--- src/rtl/io_bus_bridge.sv ---
// io_bus_bridge: memory-mapped I/O bridge between proc and memory/peripherals.
// ADDR[15:12] selects MEM, LED, TIMER or SW. All reads return with one cycle of
// latency, matching the synchronous inst_mem.
// Build option: define IO_TIMER_EN to include the interval timer; without it the
// timer region reads 0, ignores writes, and tmr_irq is tied low.
module io_bus_bridge #(
  parameter int unsigned LED_W      = 9,
  parameter int unsigned SW_W       = 9,
  parameter int unsigned DEB_CYCLES = 4,
  parameter logic [3:0]  MEM_RGN    = 4'h0,
  parameter logic [3:0]  LED_RGN    = 4'h1,
  parameter logic [3:0]  TMR_RGN    = 4'h2,
  parameter logic [3:0]  SW_RGN     = 4'h3
) (
  input  logic              Clock,
  input  logic              Resetn,
  input  logic [15:0]       ADDR,
  input  logic [15:0]       DOUT,
  input  logic              W,
  input  logic [15:0]       mem_q,
  output logic              mem_wren,
  output logic [15:0]       DIN,
  input  logic [SW_W-1:0]   SW,
  output logic [LED_W-1:0]  LEDR,
  output logic              tmr_irq
);

  localparam int unsigned    CNT_W   = (DEB_CYCLES > 1) ? $clog2(DEB_CYCLES) : 1;
  localparam logic [CNT_W-1:0] CNT_MAX = CNT_W'(DEB_CYCLES - 1);

  logic [3:0]       rgn;
  logic [3:0]       rgn_q;
  logic [15:0]      rdata_d, rdata_q;
  logic [LED_W-1:0] led_q;
  logic [SW_W-1:0]  s1_q, s2_q, sw_q, sw_d;
  logic [CNT_W-1:0] deb_cnt_q, deb_cnt_d;
  logic [15:0]      tmr_rdata;
  logic             unused_bits;

  assign rgn         = ADDR[15:12];
  assign mem_wren    = W && (rgn == MEM_RGN);
  assign LEDR        = led_q;
  assign DIN         = (rgn_q == MEM_RGN) ? mem_q : rdata_q;
  // Address bits inside a region are only partly decoded.
  assign unused_bits = ^{ADDR[11:0], DOUT};

  // Switch debounce: restart whenever the value entering s2 differs from s2.
  always_comb begin
    deb_cnt_d = deb_cnt_q;
    sw_d      = sw_q;
    if (s1_q != s2_q) begin
      deb_cnt_d = '0;
    end else if (deb_cnt_q == CNT_MAX) begin
      sw_d = s2_q;
    end else begin
      deb_cnt_d = deb_cnt_q + CNT_W'(1);
    end
  end

  // I/O read mux; memory data bypasses it at the output.
  always_comb begin
    rdata_d = 16'd0;
    case (rgn)
      LED_RGN: rdata_d = 16'(led_q);
      SW_RGN:  rdata_d = 16'(sw_q);
      TMR_RGN: rdata_d = tmr_rdata;
      default: rdata_d = 16'd0;
    endcase
  end

  // Read pipeline, LED register, synchroniser and debounced switch register.
  always_ff @(posedge Clock or negedge Resetn) begin
    if (!Resetn) begin
      rgn_q     <= MEM_RGN;
      rdata_q   <= 16'd0;
      led_q     <= '0;
      s1_q      <= '0;
      s2_q      <= '0;
      sw_q      <= '0;
      deb_cnt_q <= '0;
    end else begin
      rgn_q     <= rgn;
      rdata_q   <= rdata_d;
      if (W && (rgn == LED_RGN)) led_q <= DOUT[LED_W-1:0];
      s1_q      <= SW;
      s2_q      <= s1_q;
      sw_q      <= sw_d;
      deb_cnt_q <= deb_cnt_d;
    end
  end

`ifdef IO_TIMER_EN
  logic [15:0] load_q, load_d, count_q, count_d;
  logic        en_q, en_d, auto_q, auto_d, exp_q, exp_d;
  logic        tmr_we, expire;

  assign tmr_we  = W && (rgn == TMR_RGN);
  assign expire  = en_q && (count_q == 16'd0);
  assign tmr_irq = exp_q;

  // Timer next state: hardware countdown first, then software writes override.
  always_comb begin
    load_d  = load_q;
    count_d = count_q;
    en_d    = en_q;
    auto_d  = auto_q;
    exp_d   = exp_q;
    if (en_q) begin
      if (count_q != 16'd0) begin
        count_d = count_q - 16'd1;
      end else if (auto_q) begin
        count_d = load_q;
      end else begin
        en_d = 1'b0;
      end
    end
    if (tmr_we) begin
      case (ADDR[1:0])
        2'd0: begin
          load_d  = DOUT;
          count_d = DOUT;
        end
        2'd1: begin
          en_d   = DOUT[0];
          auto_d = DOUT[1];
        end
        2'd3: if (DOUT[0]) exp_d = 1'b0;
        default: ;
      endcase
    end
    // Expiry beats a simultaneous W1C.
    if (expire) exp_d = 1'b1;
  end

  // Timer register read mux.
  always_comb begin
    tmr_rdata = 16'd0;
    case (ADDR[1:0])
      2'd0: tmr_rdata = load_q;
      2'd1: tmr_rdata = {14'd0, auto_q, en_q};
      2'd2: tmr_rdata = count_q;
      2'd3: tmr_rdata = {15'd0, exp_q};
      default: tmr_rdata = 16'd0;
    endcase
  end

  // Timer state registers.
  always_ff @(posedge Clock or negedge Resetn) begin
    if (!Resetn) begin
      load_q  <= 16'd0;
      count_q <= 16'd0;
      en_q    <= 1'b0;
      auto_q  <= 1'b0;
      exp_q   <= 1'b0;
    end else begin
      load_q  <= load_d;
      count_q <= count_d;
      en_q    <= en_d;
      auto_q  <= auto_d;
      exp_q   <= exp_d;
    end
  end
`else
  assign tmr_rdata = 16'd0;
  assign tmr_irq   = 1'b0;
`endif

endmodule
--- config.mk ---
export PLATFORM = sky130hd
export DESIGN_NAME = io_bus_bridge
export DESIGN_NICKNAME = d
export VERILOG_FILES = /design/src/rtl/io_bus_bridge.sv
export SDC_FILE = /design/constraint.sdc
export NUM_CORES = 1
export LEC_CHECK = 0
export ABC_AREA = 0
export CAP_MARGIN = 20
export CORE_ASPECT_RATIO = 1.2
export CORE_UTILIZATION = 41
export CTS_CLUSTER_SIZE = 20
export DETAILED_ROUTE_END_ITERATION = 7
export GPL_TIMING_DRIVEN = 0
export PLACE_DENSITY_LB_ADDON = 0.05
export SLEW_MARGIN = 0
export SYNTH_ARGS = -nofsm -noshare
export SYNTH_HDL_FRONTEND = slang
export SYNTH_SLANG_ARGS = --single-unit
--- constraint.sdc ---
create_clock -name Clock -period 1.91 [get_ports Clock]
set_input_delay 0.191 -clock Clock [delete_from_list [all_inputs] [get_ports Clock]]
set_output_delay 0.191 -clock Clock [all_outputs]
set_load 0.03 [all_outputs]
==> out/results.ini <==
[detailed_routing]
via_per_inst=4.90
drc=0
drt_wl_total_mm=3.92
firstDrtPassIters=4
drtAntennaViolNets=0
first_iter_violations=24
via_count=1323
wl_per_cell_um=14.5

[grt]
grt_pass1_vias=1330
grt_first_pass_wirelength_mm=6.16
track_usage=0.161
grt_overflow_total=0
grt_max_degree=28
antenna_found_initial=0

[logic_synthesis]
synth_seq_area_share=0.645
ys.flop_type=dfrtp_1
syn-num-nets=192
yosys.area.top_type_share=0.645
ys.warnings.count=0
synth.avg_cell_area_um2=15.1
syn_area_um2=1980
yosys.area.top_type=dfrtp_1
async_flop_share=1.00
synth_seq_cells=51
yosysUniqueCellTypes=24
synth.area.top_cells=dfrtp_1 65%, mux2_2 15%, a22o_1 4.0%, xor2_1 3.5%, and2_1 2.2%
netlist_top_cells_count=51 x dfrtp_1, 27 x mux2_2, 9 x a22o_1, 8 x xor2_1, 7 x and2_1
synth-edff-count=0
yosysMostFrequentCell=dfrtp_1
syn_inst=131

[sta]
slew_viol_final=0
timing.hold.ws_ps=327
setup_tns_ps=-215
min_period_ps=1960
setup_ws_ps=-53.8
relSlewSlack=0.300
hold_violations=0
tightestPinTransition_ps=1040
rsz0062_at_grt=true
finalClockSkew_ps=8.00
fmax_mhz=509
setup_violations=5
finalCritPeriodShare=1.03

[clock_network]
cts_sinks=51
htree_levels=2
cts_tree=yes
clkTransAtPathRegs_ps=90
root_buffer=clkbuf_8
insertion_delay_ps=300
cts_inserted_buffers=5
cts_max_path_buffers=2

[placed_design]
dp.cells=256
placed_cell_area_um2=2730
globalplace.congestion=0.793
dp_worst_setup_slack_ps=-615
port_buffers=66
dp_hpwl_mm=2.81

[cells_and_area]
final_cell_area_um2=2970
nFillCells=327
antenna_cells=0
layout-drive-gt1-share=0.321
syn_to_final_growth_pct=50.2
post-route-util=0.642
nets=272
stdcell_count=270

[die]
initial_core_util=0.427
coreArea_um2=4630
num_rows=27
die_x_um=65.4
io_pins=87
dieArea_um2=5110
die_h_um=78.1

[setup_path]
worst_ep_arrival_time_ps=1770
worstPathMaxFanout=8
r2r_cells=6
regToRegStartpoint=deb_cnt_q[0]
start_kind=register
cp.required_ps=1720
r2r-end=sw_q[8]
r2r_setup_slack_ps=110
path_class=reg2out
end_kind=output port

[pwr]
switchingPower_mw=0.596
p_clk_frac=0.311
switching_share=0.247
finalPower_mw=2.41
power_density_nw_per_um2=812
p_leak_nw=1.37
seqPwrFrac=0.499
p_int_mw=1.81
peakVddDrop_mv=0.476
comb_power_share=0.190

[flow_run]
cap_violations=0

[run_status]
status=complete, but fails checks
failed_checks=negative setup slack

[min_path]
whs_path_depth=1
min_path_type=in2reg
hold_start=SW[5]
min_to=s1_q[5]

[flip-flops by register name, summed over array words and instances, names as in the netlist]
signal / count
deb_cnt_q: 2
s2_q: 9
s1_q: 9
rgn_q: 4
rdata_q: 9
LEDR: 9
sw_q: 9
[layout make-up]
type,instances,area (um^2),share of cell area
Buffer,2,18.8,0.00632
Clock buffer,6,82.6,0.0278
Clock inverter,2,35.0,0.0118
Inverter,2,7.51,0.00253
Multi-Input combinational cell,76,732,0.246
Sequential cell,51,1280,0.430
Tap cell,58,72.6,0.0244
Timing Repair Buffer,73,746,0.251
[layout by cell type, fill, tap and decap left out, drive strengths merged, types with 2 or more instances in the layout]
| master | instances |
|---|---|
| nor4 | 2 |
| nor2b | 3 |
| nand4 | 2 |
| a22o | 9 |
| inv | 2 |
| mux2 | 27 |
| clkdlybuf4s50 | 48 |
| buf | 25 |
| nand2 | 2 |
| nor2 | 4 |
| xor2 | 8 |
| dfrtp | 51 |
| and2 | 7 |
| nor3 | 5 |
| clkbuf | 6 |
[worst max-delay path by stage]
stage,startpoint,end,slack (ps)
floorplan,rgn_q[1],DIN[6],120
global placement,Resetn,s2_q[0],-720
detailed placement,rgn_q[1],DIN[6],-620
CTS,rgn_q[2],DIN[0],-90
global route,rgn_q[1],DIN[7],-130
finish,rgn_q[1],DIN[7],-50
[power groups by stage]
stage / clock network, mW / registers [mW] / logic (mW)
2_1_floorplan: 0 / 1.30 / 0.114
3_3_place_gp: 0 / 1.22 / 0.432
3_5_place_dp: 0 / 1.22 / 0.443
4_1_cts: 0.773 / 1.20 / 0.456
5_1_grt: 0.818 / 1.21 / 0.482
6_report: 0.750 / 1.20 / 0.458
[repair_timing]
item                                    CTS  global route
hold buffers                              1             0
endpoints found under the setup margin   22            16
resized for setup                        98            30
buffers inserted                          4             1
pin swaps                                 2             1
hold endpoints to repair                 26             0
[kinds of logic (layout without fill, tap and decap cells)]
group                    after synthesis  after routing  share of synthesized area
multiplexers                          28             28                      0.159
other                                  1              1                    0.00190
flip-flops                            51             51                      0.645
AND/OR/NAND/NOR                       27             27                     0.0911
XOR/XNOR                               8              8                     0.0354
adder cells (fa/ha/maj)                1              1                    0.00632
AO/OA/AOI/OAI                         11             11                     0.0512
buffers and inverters                  4             85                     0.0101
[layer usage]
layer | track usage | share of wire | vias up
met5 | 0 | 0 | -
met4 | 0.0739 | 0.025 | 0
met3 | 0.0436 | 0.066 | 10
met2 | 0.279 | 0.52 | 54
met1 | 0.181 | 0.39 | 636
li1 | - | - | 623
[worst max-delay path, cell delays in order, from the launching register on]
cell	delay, ps
dfrtp_1	410
nor4_4	320
buf_4	180
buf_6	130
mux2_4	300
buf_6	140
(Power assumes the default switching activity.)
